File: src/rtl/dmi_reg_bridge.sv
// DMI register bridge: queues debug register requests, routes each one to a target
// selected by the upper address bits, and returns read data or a timeout status.
module dmi_reg_bridge #(
  parameter int ADDR_W  = 7,
  parameter int DATA_W  = 32,
  parameter int N_TGT   = 2,
  parameter int DEPTH   = 2,
  parameter int TIMEOUT = 15
) (
  input  logic                      io_core_clk,
  input  logic                      io_core_rst_n,
  input  logic                      io_dmi_hard_reset,
  input  logic                      io_req_valid,
  output logic                      io_req_ready,
  input  logic                      io_req_wr_en,
  input  logic [ADDR_W-1:0]         io_req_addr,
  input  logic [DATA_W-1:0]         io_req_wr_data,
  output logic                      io_resp_valid,
  input  logic                      io_resp_ready,
  output logic [DATA_W-1:0]         io_resp_data,
  output logic [1:0]                io_resp_status,
  output logic [N_TGT-1:0]          io_tgt_en,
  output logic                      io_tgt_wr_en,
  output logic [ADDR_W-$clog2(N_TGT)-1:0] io_tgt_addr,
  output logic [DATA_W-1:0]         io_tgt_wr_data,
  input  logic [N_TGT*DATA_W-1:0]   io_tgt_rd_data,
  input  logic [N_TGT-1:0]          io_tgt_ack,
  output logic                      io_busy
);

  localparam int TS = $clog2(N_TGT);
  localparam int PW = $clog2(DEPTH);
  localparam int CW = $clog2(TIMEOUT + 1);
  localparam int TA = ADDR_W - TS;
  localparam int EW = 1 + ADDR_W + DATA_W;
  localparam logic [PW:0]   FULL = (PW+1)'(DEPTH);
  localparam logic [CW-1:0] LAST = CW'(TIMEOUT - 1);

  typedef enum logic [1:0] {S_IDLE, S_ISSUE, S_WAIT, S_RESP} state_t;

  logic [EW-1:0]     r_mem [DEPTH];
  logic [PW-1:0]     r_wptr;
  logic [PW-1:0]     r_rptr;
  logic [PW:0]       r_count;
  state_t            r_state;
  logic [CW-1:0]     r_timer;
  logic              r_wr_en;
  logic [TS-1:0]     r_sel;
  logic [N_TGT-1:0]  r_tgt_en;
  logic              r_tgt_wr_en;
  logic [TA-1:0]     r_tgt_addr;
  logic [DATA_W-1:0] r_tgt_wr_data;
  logic              r_resp_valid;
  logic [DATA_W-1:0] r_resp_data;
  logic [1:0]        r_resp_status;

  logic              w_flush;
  logic              w_ready;
  logic              w_push;
  logic              w_pop;
  logic              w_head_wr;
  logic [ADDR_W-1:0] w_head_addr;
  logic [DATA_W-1:0] w_head_data;
  logic [DATA_W-1:0] w_rd_slice [N_TGT];

  assign w_flush = ~io_core_rst_n | io_dmi_hard_reset;
  assign w_ready = io_core_rst_n & ~io_dmi_hard_reset & (r_count < FULL);
  assign w_push  = io_req_valid & w_ready;
  // The in-flight request stays in the FIFO until its response is taken.
  assign w_pop   = (r_state == S_RESP) & io_resp_ready;
  assign {w_head_wr, w_head_addr, w_head_data} = r_mem[r_rptr];

  for (genvar g = 0; g < N_TGT; g++) begin : g_slice
    assign w_rd_slice[g] = io_tgt_rd_data[g*DATA_W +: DATA_W];
  end

  always_ff @(posedge io_core_clk) begin
    if (w_push) r_mem[r_wptr] <= {io_req_wr_en, io_req_addr, io_req_wr_data};
  end

  always_ff @(posedge io_core_clk) begin
    if (w_flush) begin
      r_wptr  <= '0;
      r_rptr  <= '0;
      r_count <= '0;
    end else begin
      if (w_push) r_wptr <= r_wptr + 1'b1;
      if (w_pop)  r_rptr <= r_rptr + 1'b1;
      case ({w_push, w_pop})
        2'b10:   r_count <= r_count + 1'b1;
        2'b01:   r_count <= r_count - 1'b1;
        default: r_count <= r_count;
      endcase
    end
  end

  always_ff @(posedge io_core_clk) begin
    if (w_flush) begin
      r_state       <= S_IDLE;
      r_timer       <= '0;
      r_wr_en       <= 1'b0;
      r_sel         <= '0;
      r_tgt_en      <= '0;
      r_tgt_wr_en   <= 1'b0;
      r_tgt_addr    <= '0;
      r_tgt_wr_data <= '0;
      r_resp_valid  <= 1'b0;
      r_resp_data   <= '0;
      r_resp_status <= 2'd0;
    end else begin
      case (r_state)
        S_IDLE: begin
          if (r_count != '0) begin
            r_wr_en       <= w_head_wr;
            r_sel         <= w_head_addr[ADDR_W-1 -: TS];
            r_tgt_en      <= N_TGT'(1) << w_head_addr[ADDR_W-1 -: TS];
            r_tgt_wr_en   <= w_head_wr;
            r_tgt_addr    <= w_head_addr[TA-1:0];
            r_tgt_wr_data <= w_head_data;
            r_state       <= S_ISSUE;
          end
        end
        S_ISSUE: begin
          r_tgt_en      <= '0;
          r_tgt_wr_en   <= 1'b0;
          r_tgt_addr    <= '0;
          r_tgt_wr_data <= '0;
          r_timer       <= '0;
          r_state       <= S_WAIT;
        end
        S_WAIT: begin
          // Only the selected target's ack counts; others are ignored.
          if (io_tgt_ack[r_sel]) begin
            r_resp_data   <= r_wr_en ? '0 : w_rd_slice[r_sel];
            r_resp_status <= 2'd0;
            r_resp_valid  <= 1'b1;
            r_state       <= S_RESP;
          end else if (r_timer == LAST) begin
            r_resp_data   <= '0;
            r_resp_status <= 2'd3;
            r_resp_valid  <= 1'b1;
            r_state       <= S_RESP;
          end else begin
            r_timer <= r_timer + 1'b1;
          end
        end
        S_RESP: begin
          if (io_resp_ready) begin
            r_resp_valid  <= 1'b0;
            r_resp_data   <= '0;
            r_resp_status <= 2'd0;
            r_state       <= S_IDLE;
          end
        end
        default: r_state <= S_IDLE;
      endcase
    end
  end

  // Outputs are forced low for as long as reset is held, not just after the edge.
  assign io_req_ready   = w_ready;
  assign io_resp_valid  = r_resp_valid & io_core_rst_n;
  assign io_resp_data   = r_resp_data & {DATA_W{io_core_rst_n}};
  assign io_resp_status = r_resp_status & {2{io_core_rst_n}};
  assign io_tgt_en      = r_tgt_en & {N_TGT{io_core_rst_n}};
  assign io_tgt_wr_en   = r_tgt_wr_en & io_core_rst_n;
  assign io_tgt_addr    = r_tgt_addr & {TA{io_core_rst_n}};
  assign io_tgt_wr_data = r_tgt_wr_data & {DATA_W{io_core_rst_n}};
  assign io_busy        = io_core_rst_n & ((r_count != '0) | (r_state != S_IDLE));

endmodule

File: config.mk
export PLATFORM = sky130hd
export DESIGN_NAME = dmi_reg_bridge
export DESIGN_NICKNAME = d
export VERILOG_FILES = /design/src/rtl/dmi_reg_bridge.sv
export SDC_FILE = /design/constraint.sdc
export NUM_CORES = 1
export LEC_CHECK = 0
export BUFFER_PORTS_ARGS = -buffer_cell sky130_fd_sc_hd__buf_2
export CAP_MARGIN = 15
export CORE_MARGIN = 10
export CORE_UTILIZATION = 35
export CTS_CLUSTER_SIZE = 20
export DETAILED_ROUTE_END_ITERATION = 8
export PLACE_DENSITY = 0.7
export SKIP_LAST_GASP = 1
export SYNTH_ARGS = -nofsm -noshare
export SYNTH_HDL_FRONTEND = slang
export SYNTH_SLANG_ARGS = --single-unit
File: constraint.sdc
create_clock -name io_core_clk -period 3.3 [get_ports io_core_clk]
set_clock_uncertainty 0.15 [all_clocks]
set_input_delay 0.495 -clock io_core_clk [delete_from_list [all_inputs] [get_ports io_core_clk]]
set_output_delay 0.495 -clock io_core_clk [all_outputs]
set_load 0.02 [all_outputs]
==> results of run 1 <==
## area by class of cell
type	instances	area (um2)
multi-input cells	409	2894
repair buffers	203	1066
inverters	4	15.01
clock inverters	14	100.1
clock buffers	18	429.2
well taps	270	337.8
fillers	1942	11360
flip-flops and latches	168	4167
## cells by family after synthesis
kind of cell    share of synthesized area
simple gates                       0.1702
fa+ha+maj                         0.01373
compound gates                     0.1018
xor+xnor                         0.004805
flops                              0.5710
mux                                0.1023
buf+inv                           0.03620
## layout by cell type (no fill, tap or decap), types with 2 or more instances in the layout
cell and count:
buf_2 188, dfxtp_1 86, edfxtp_1 80, and2_1 78, mux2i_1 72, nand2_1 45, a21oi_1 42, or3_1 39
nand3_1 39, o31ai_2 30, clkbuf_16 17, nor2_1 14, buf_4 14, ha_1 7, inv_1 4, o21ai_0 4
inv_6 4, nor2b_1 3, xnor2_1 3, o31ai_1 3, nor3_1 3, clkinv_2 3, clkinvlp_4 3, or4_1 2
a211oi_1 2, dfxtp_2 2, clkinv_1 2
## registers in the layout, indices dropped and copies added (netlist names), 2 cells and up, named ones only
signal / cells
r_count: 2
r_mem: 80
r_resp_data: 32
r_state: 2
r_tgt_addr: 6
r_tgt_en: 2
r_tgt_wr_data: 32
r_timer: 4
## worst max-delay path: stages, from the launching register on
cell,delay [ps]
dfxtp_1,330
inv_1,120
ha_1,270
nor3b_1,490
o21bai_4,540
buf_4,350
or3_1,140
a21oi_1,60
## report_power, final
| part | internal [W] | switching [W] |
|---|---|---|
| clock network | 0.000968 | 0.000828 |
| registers | 0.00221 | 0.00000836 |
| logic | 0.0000859 | 0.000130 |
| total | 0.00326 | 0.000966 |
## stage by stage
step	instance area, um2	setup WS [ps]	hold WS [ps]	total power (W)
after floorplan	7295	595.7	277.3	0.002370
after global placement	8479	834.8	283.4	0.002477
after detailed placement	8479	661.3	289.1	0.002482
after CTS	9009	650.9	91.34	0.004284
after global routing	9009	535.4	91.41	0.004400
final	9009	680.1	110.9	0.004227
## worst max-delay path by stage
stage                  start          endpoint  slack (ps)  cells after the start
3_3_place_gp      r_state[0]     r_tgt_addr[0]         830                      7
3_5_place_dp      r_state[1]  r_tgt_wr_data[0]         660                      7
5_1_grt           r_state[1]  r_tgt_wr_data[2]         540                      7
4_1_cts           r_state[1]     r_tgt_addr[1]         650                      7
6_report          r_state[1]  r_tgt_wr_data[0]         680                      7
2_1_floorplan  io_core_rst_n       r_mem[0][0]         600                      4
## metal layers
metal / up-vias / GRT usage / share of wire
met5: - / 0 / 0.00072
met4: 2 / 0.04143 / 0.013
met3: 17 / 0.03004 / 0.035
met2: 82 / 0.2258 / 0.54
met1: 2408 / 0.1499 / 0.42
li1: 2614 / - / -
==> flow_summary.json, run 1 <==
{
  "ys_ff_latch": 168,
  "port_buffers": 188,
  "synthArstFlopShare": 0,
  "num_antenna_cells": 0,
  "synth_top_flop_cell": "dfxtp_1",
  "synthesis.area_mm2": 0.007292,
  "post_cts_buffers": 0,
  "power_density_mw_per_mm2": 469.2,
  "synth_top_area_frac": 0.3294,
  "antenna_found_initial": 1,
  "worst_pin_slew_ps": 1031,
  "rsz0062_at_grt": "no",
  "synth_common_cells": "dfxtp_1 (88), edfxtp_1 (80), and2_1 (78)",
  "track_usage": 0.1281,
  "routed_wl_um": 17990,
  "syn-mean-instance-area_um2": 11.52,
  "hold_buffers": 0,
  "fin_tns_setup_ps": 0,
  "dieWidth_um": 164.3,
  "post_drt_wl_per_cell_um": 16.56,
  "htree_levels": 4,
  "postLayoutCoreUtil": 0.4424,
  "slew_headroom": 0.3108,
  "synth.distinct_cells": 43,
  "yosysMostFrequentCell": "dfxtp_1",
  "die_y_um": 164.3,
  "slew_violations": 0,
  "start_util": 0.3581,
  "grt_pass1_wl_um": 27260,
  "clock_latency_ps": 420,
  "reg2regPathDepth": 7,
  "detail_route.iter0.violations": 251,
  "synth_top_area_cell": "edfxtp_1",
  "clock-sinks": 168,
  "dp_cells": 1054,
  "post-route-period-util": 0.7939,
  "via_per_inst": 4.717,
  "clk_pin_slew_ps": 70,
  "r2r_end": "r_tgt_wr_data[0]",
  "ys_top_cells_by_area": "edfxtp_1 (33%), dfxtp_1 (24%), mux2i_1 (9.9%)",
  "ant_nets": 0,
  "vias": 5123,
  "grt_pass1_vias": 5062,
  "io_pins": 189,
  "setup_viol": 0,
  "drive_above_1_share": 0.3358,
  "drc": 0,
  "synth_edf_count": 80,
  "clock_path_buffers": 2,
  "required_ps": 3420,
  "cts_buffers": 17,
  "num_rows": 52,
  "status": "finished clean",
  "grt_overflow_total": 0,
  "root_buffer": "clkbuf_16",
  "cp_data_arrival_time_ps": 2740,
  "rrSetupSlack_ps": 680,
  "cts_tree": "built",
  "critical_path_class": "reg2reg",
  "first_pass_iters": 4,
  "yosysWarningCount": 0,
  "hold_depth": 1,
  "layout_min_cycle_time_ps": 2620,
  "hold_viol_final": 0,
  "maxCapViolations": 0,
  "r2r-start": "r_state[1]",
  "cp_max_fo": 48,
  "yosysSeqAreaShare": 0.5710,
  "hold_path_end": "r_mem[1][26]",
  "gp_congestion": 0.7682,
  "fin_nets": 922,
  "hp-class": "in2reg",
  "dieArea_mm2": 0.02701,
  "p_leak_nw": 3.367,
  "fmax_mhz": 381.7,
  "syn-num-nets": 752,
  "cp-start-kind": "flip-flop",
  "grt_max_degree": 77,
  "core_region_area_mm2": 0.02036,
  "ctsResizeCount": 0,
  "area_growth_pct": 23.54,
  "stdcell_count": 1086,
  "worstHoldStart": "io_req_wr_data[26]",
  "peakVddDrop_mv": 0.3480,
  "hpwl_um": 12730,
  "synthCells": 633,
  "end_kind": "flip-flop"
}
(Power assumes the default switching activity.)
==> inputs of run 2 (changes only) <==
Clock period 3.3 ns to 2.3 ns, I/O delays scaled along.
==> run 2 against run 1 <==
Net effect:
- critical path type unchanged
- sequential power up 43%
- setup slack worse by 530 ps
- register-to-register slack worse by 530 ps
- utilization up 3.0 points
==> flow_summary.json, run 2 (synthesis gave the netlist of run 1 again) <==
{
  "power_density_mw_per_mm2": 685.9,
  "gr-usage-met1": 0.1553,
  "required_ps": 2470,
  "routed_wl_um": 18740,
  "clock_latency_ps": 420,
  "reg2regPathDepth": 4,
  "num_rows": 52,
  "holdWs_ps": 103.2,
  "track_usage": 0.1345,
  "detail_route.iter0.violations": 297,
  "hold_viol_final": 0,
  "peakVddDrop_mv": 0.4681,
  "hp-class": "in2reg",
  "grt_pass1_vias": 5360,
  "status": "finished clean",
  "grt_max_degree": 77,
  "layout_min_cycle_time_ps": 2145,
  "cp-start-kind": "flip-flop",
  "stdcell_count": 1126,
  "drive_above_1_share": 0.3224,
  "slew_headroom": 0.6257,
  "start_util": 0.3581,
  "core_region_area_mm2": 0.02036,
  "clock_path_buffers": 2,
  "postLayoutCoreUtil": 0.4720,
  "end_kind": "flip-flop",
  "htree_levels": 4,
  "worstHoldStart": "io_tgt_rd_data[15]",
  "die_y_um": 164.3,
  "cp_data_arrival_time_ps": 2320,
  "root_buffer": "clkbuf_16",
  "largest_register_ffs": 80,
  "r2r-start": "r_state[0]",
  "drc": 0,
  "cp_max_fo": 29,
  "hold_path_end": "r_resp_data[15]",
  "reg_top3": "r_mem (80), r_resp_data (32), r_tgt_wr_data (32)",
  "slew_violations": 0,
  "gp_congestion": 0.7754,
  "grt.busiest_layer": "met2",
  "dieArea_mm2": 0.02701,
  "worst_pin_slew_ps": 561.4,
  "area_growth_pct": 31.81,
  "grt_pass1_wl_um": 28790,
  "clock-sinks": 168,
  "clk_pin_slew_ps": 70,
  "final_cell_mix": "buf_2 (188), dfxtp_1 (86), edfxtp_1 (80)",
  "regMostFlops": "r_mem",
  "cts_buffers": 17,
  "cts_tree": "built",
  "first_pass_iters": 5,
  "vias": 5381,
  "io_pins": 189,
  "grt_util_met3": 0.03379,
  "fin_tns_setup_ps": 0,
  "critical_path_class": "reg2reg",
  "post_cts_buffers": 0,
  "post_drt_wl_per_cell_um": 16.64,
  "via_per_inst": 4.779,
  "hold_depth": 3,
  "rsz0062_at_grt": "no",
  "rrSetupSlack_ps": 150,
  "port_buffers": 188,
  "final_common_cell": "buf_2",
  "hpwl_um": 12690,
  "p_leak_nw": 3.626,
  "setup_viol": 0,
  "ant_nets": 0,
  "dp_cells": 1054,
  "num_antenna_cells": 0,
  "dieWidth_um": 164.3,
  "grt_overflow_total": 0,
  "fin_nets": 962,
  "met2_usage": 0.2365,
  "antenna_found_initial": 1,
  "fmax_mhz": 466.2,
  "maxCapViolations": 0,
  "r2r_end": "r_resp_data[12]",
  "fillers": 1868,
  "p_total_w": 0.006593,
  "post-route-period-util": 0.9327
}
## run 2: changes by cell type in the layout (fill, tap and decap cells not counted), moves of 2 or more
| cell | before | now |
|---|---|---|
| bufinv_16 | 0 | 3 |
| buf_4 | 14 | 6 |
| clkinvlp_4 | 3 | 1 |
| buf_12 | 1 | 9 |
| dlygate4sd3_1 | 0 | 40 |
| clkinv_1 | 2 | 0 |
| clkinv_2 | 3 | 0 |
| inv_8 | 1 | 3 |
## run 2: stage by stage
step	setup slack (ps)	area [um2]
3_5_place_dp	153.9	8577
3_3_place_gp	203.3	8577
5_1_grt	15.14	9612
2_1_floorplan	163.2	7301
4_1_cts	14.58	9607
6_report	154.8	9612
## run 2: layer usage
layer	vias to the layer above	wire length, um
li1	2692	-
met1	2552	7533
met2	108	10100
met3	27	750
met4	2	337
met5	-	13
## run 2: worst max-delay path by stage
stage / slack, ps / start / cells past startpoint / end
after global routing: 20 / r_state[0] / 5 / io_busy
after global placement: 200 / r_state[0] / 4 / r_resp_data[0]
after detailed placement: 150 / r_state[0] / 4 / r_resp_data[0]
after CTS: 10 / r_state[1] / 5 / io_busy
final: 150 / r_state[0] / 4 / r_resp_data[12]
after floorplan: 160 / io_core_rst_n / 4 / r_mem[0][0]
## run 2: final cells by class
type	count	area (um2)	area share
Tap cell	270	337.8	0.03515
Inverter	4	15.01	0.001562
Sequential cell	168	4167	0.4335
Clock inverter	14	200.2	0.02083
Timing Repair Buffer	243	1567	0.1630
Clock buffer	18	429.2	0.04465
Multi-Input combinational cell	409	2897	0.3014
## run 2: critical path: stages, from the launching register on
cell,delay (ps)
dfxtp_1,340
ha_1,280
or4_2,780
buf_12,240
o31ai_2,250
## run 2: report_power, final
group          switching (W)  internal, W  leakage [nW]  total (W)
registers          0.0000113      0.00317          1.44    0.00318
clock network        0.00127      0.00176         0.305    0.00303
logic               0.000204     0.000182          1.88   0.000386
## run 2: repair_timing
action	4_1_cts	5_1_grt
setup endpoints to repair	0	1
hold endpoints to repair	80	0
resized for setup	0	1
hold buffers	40	0
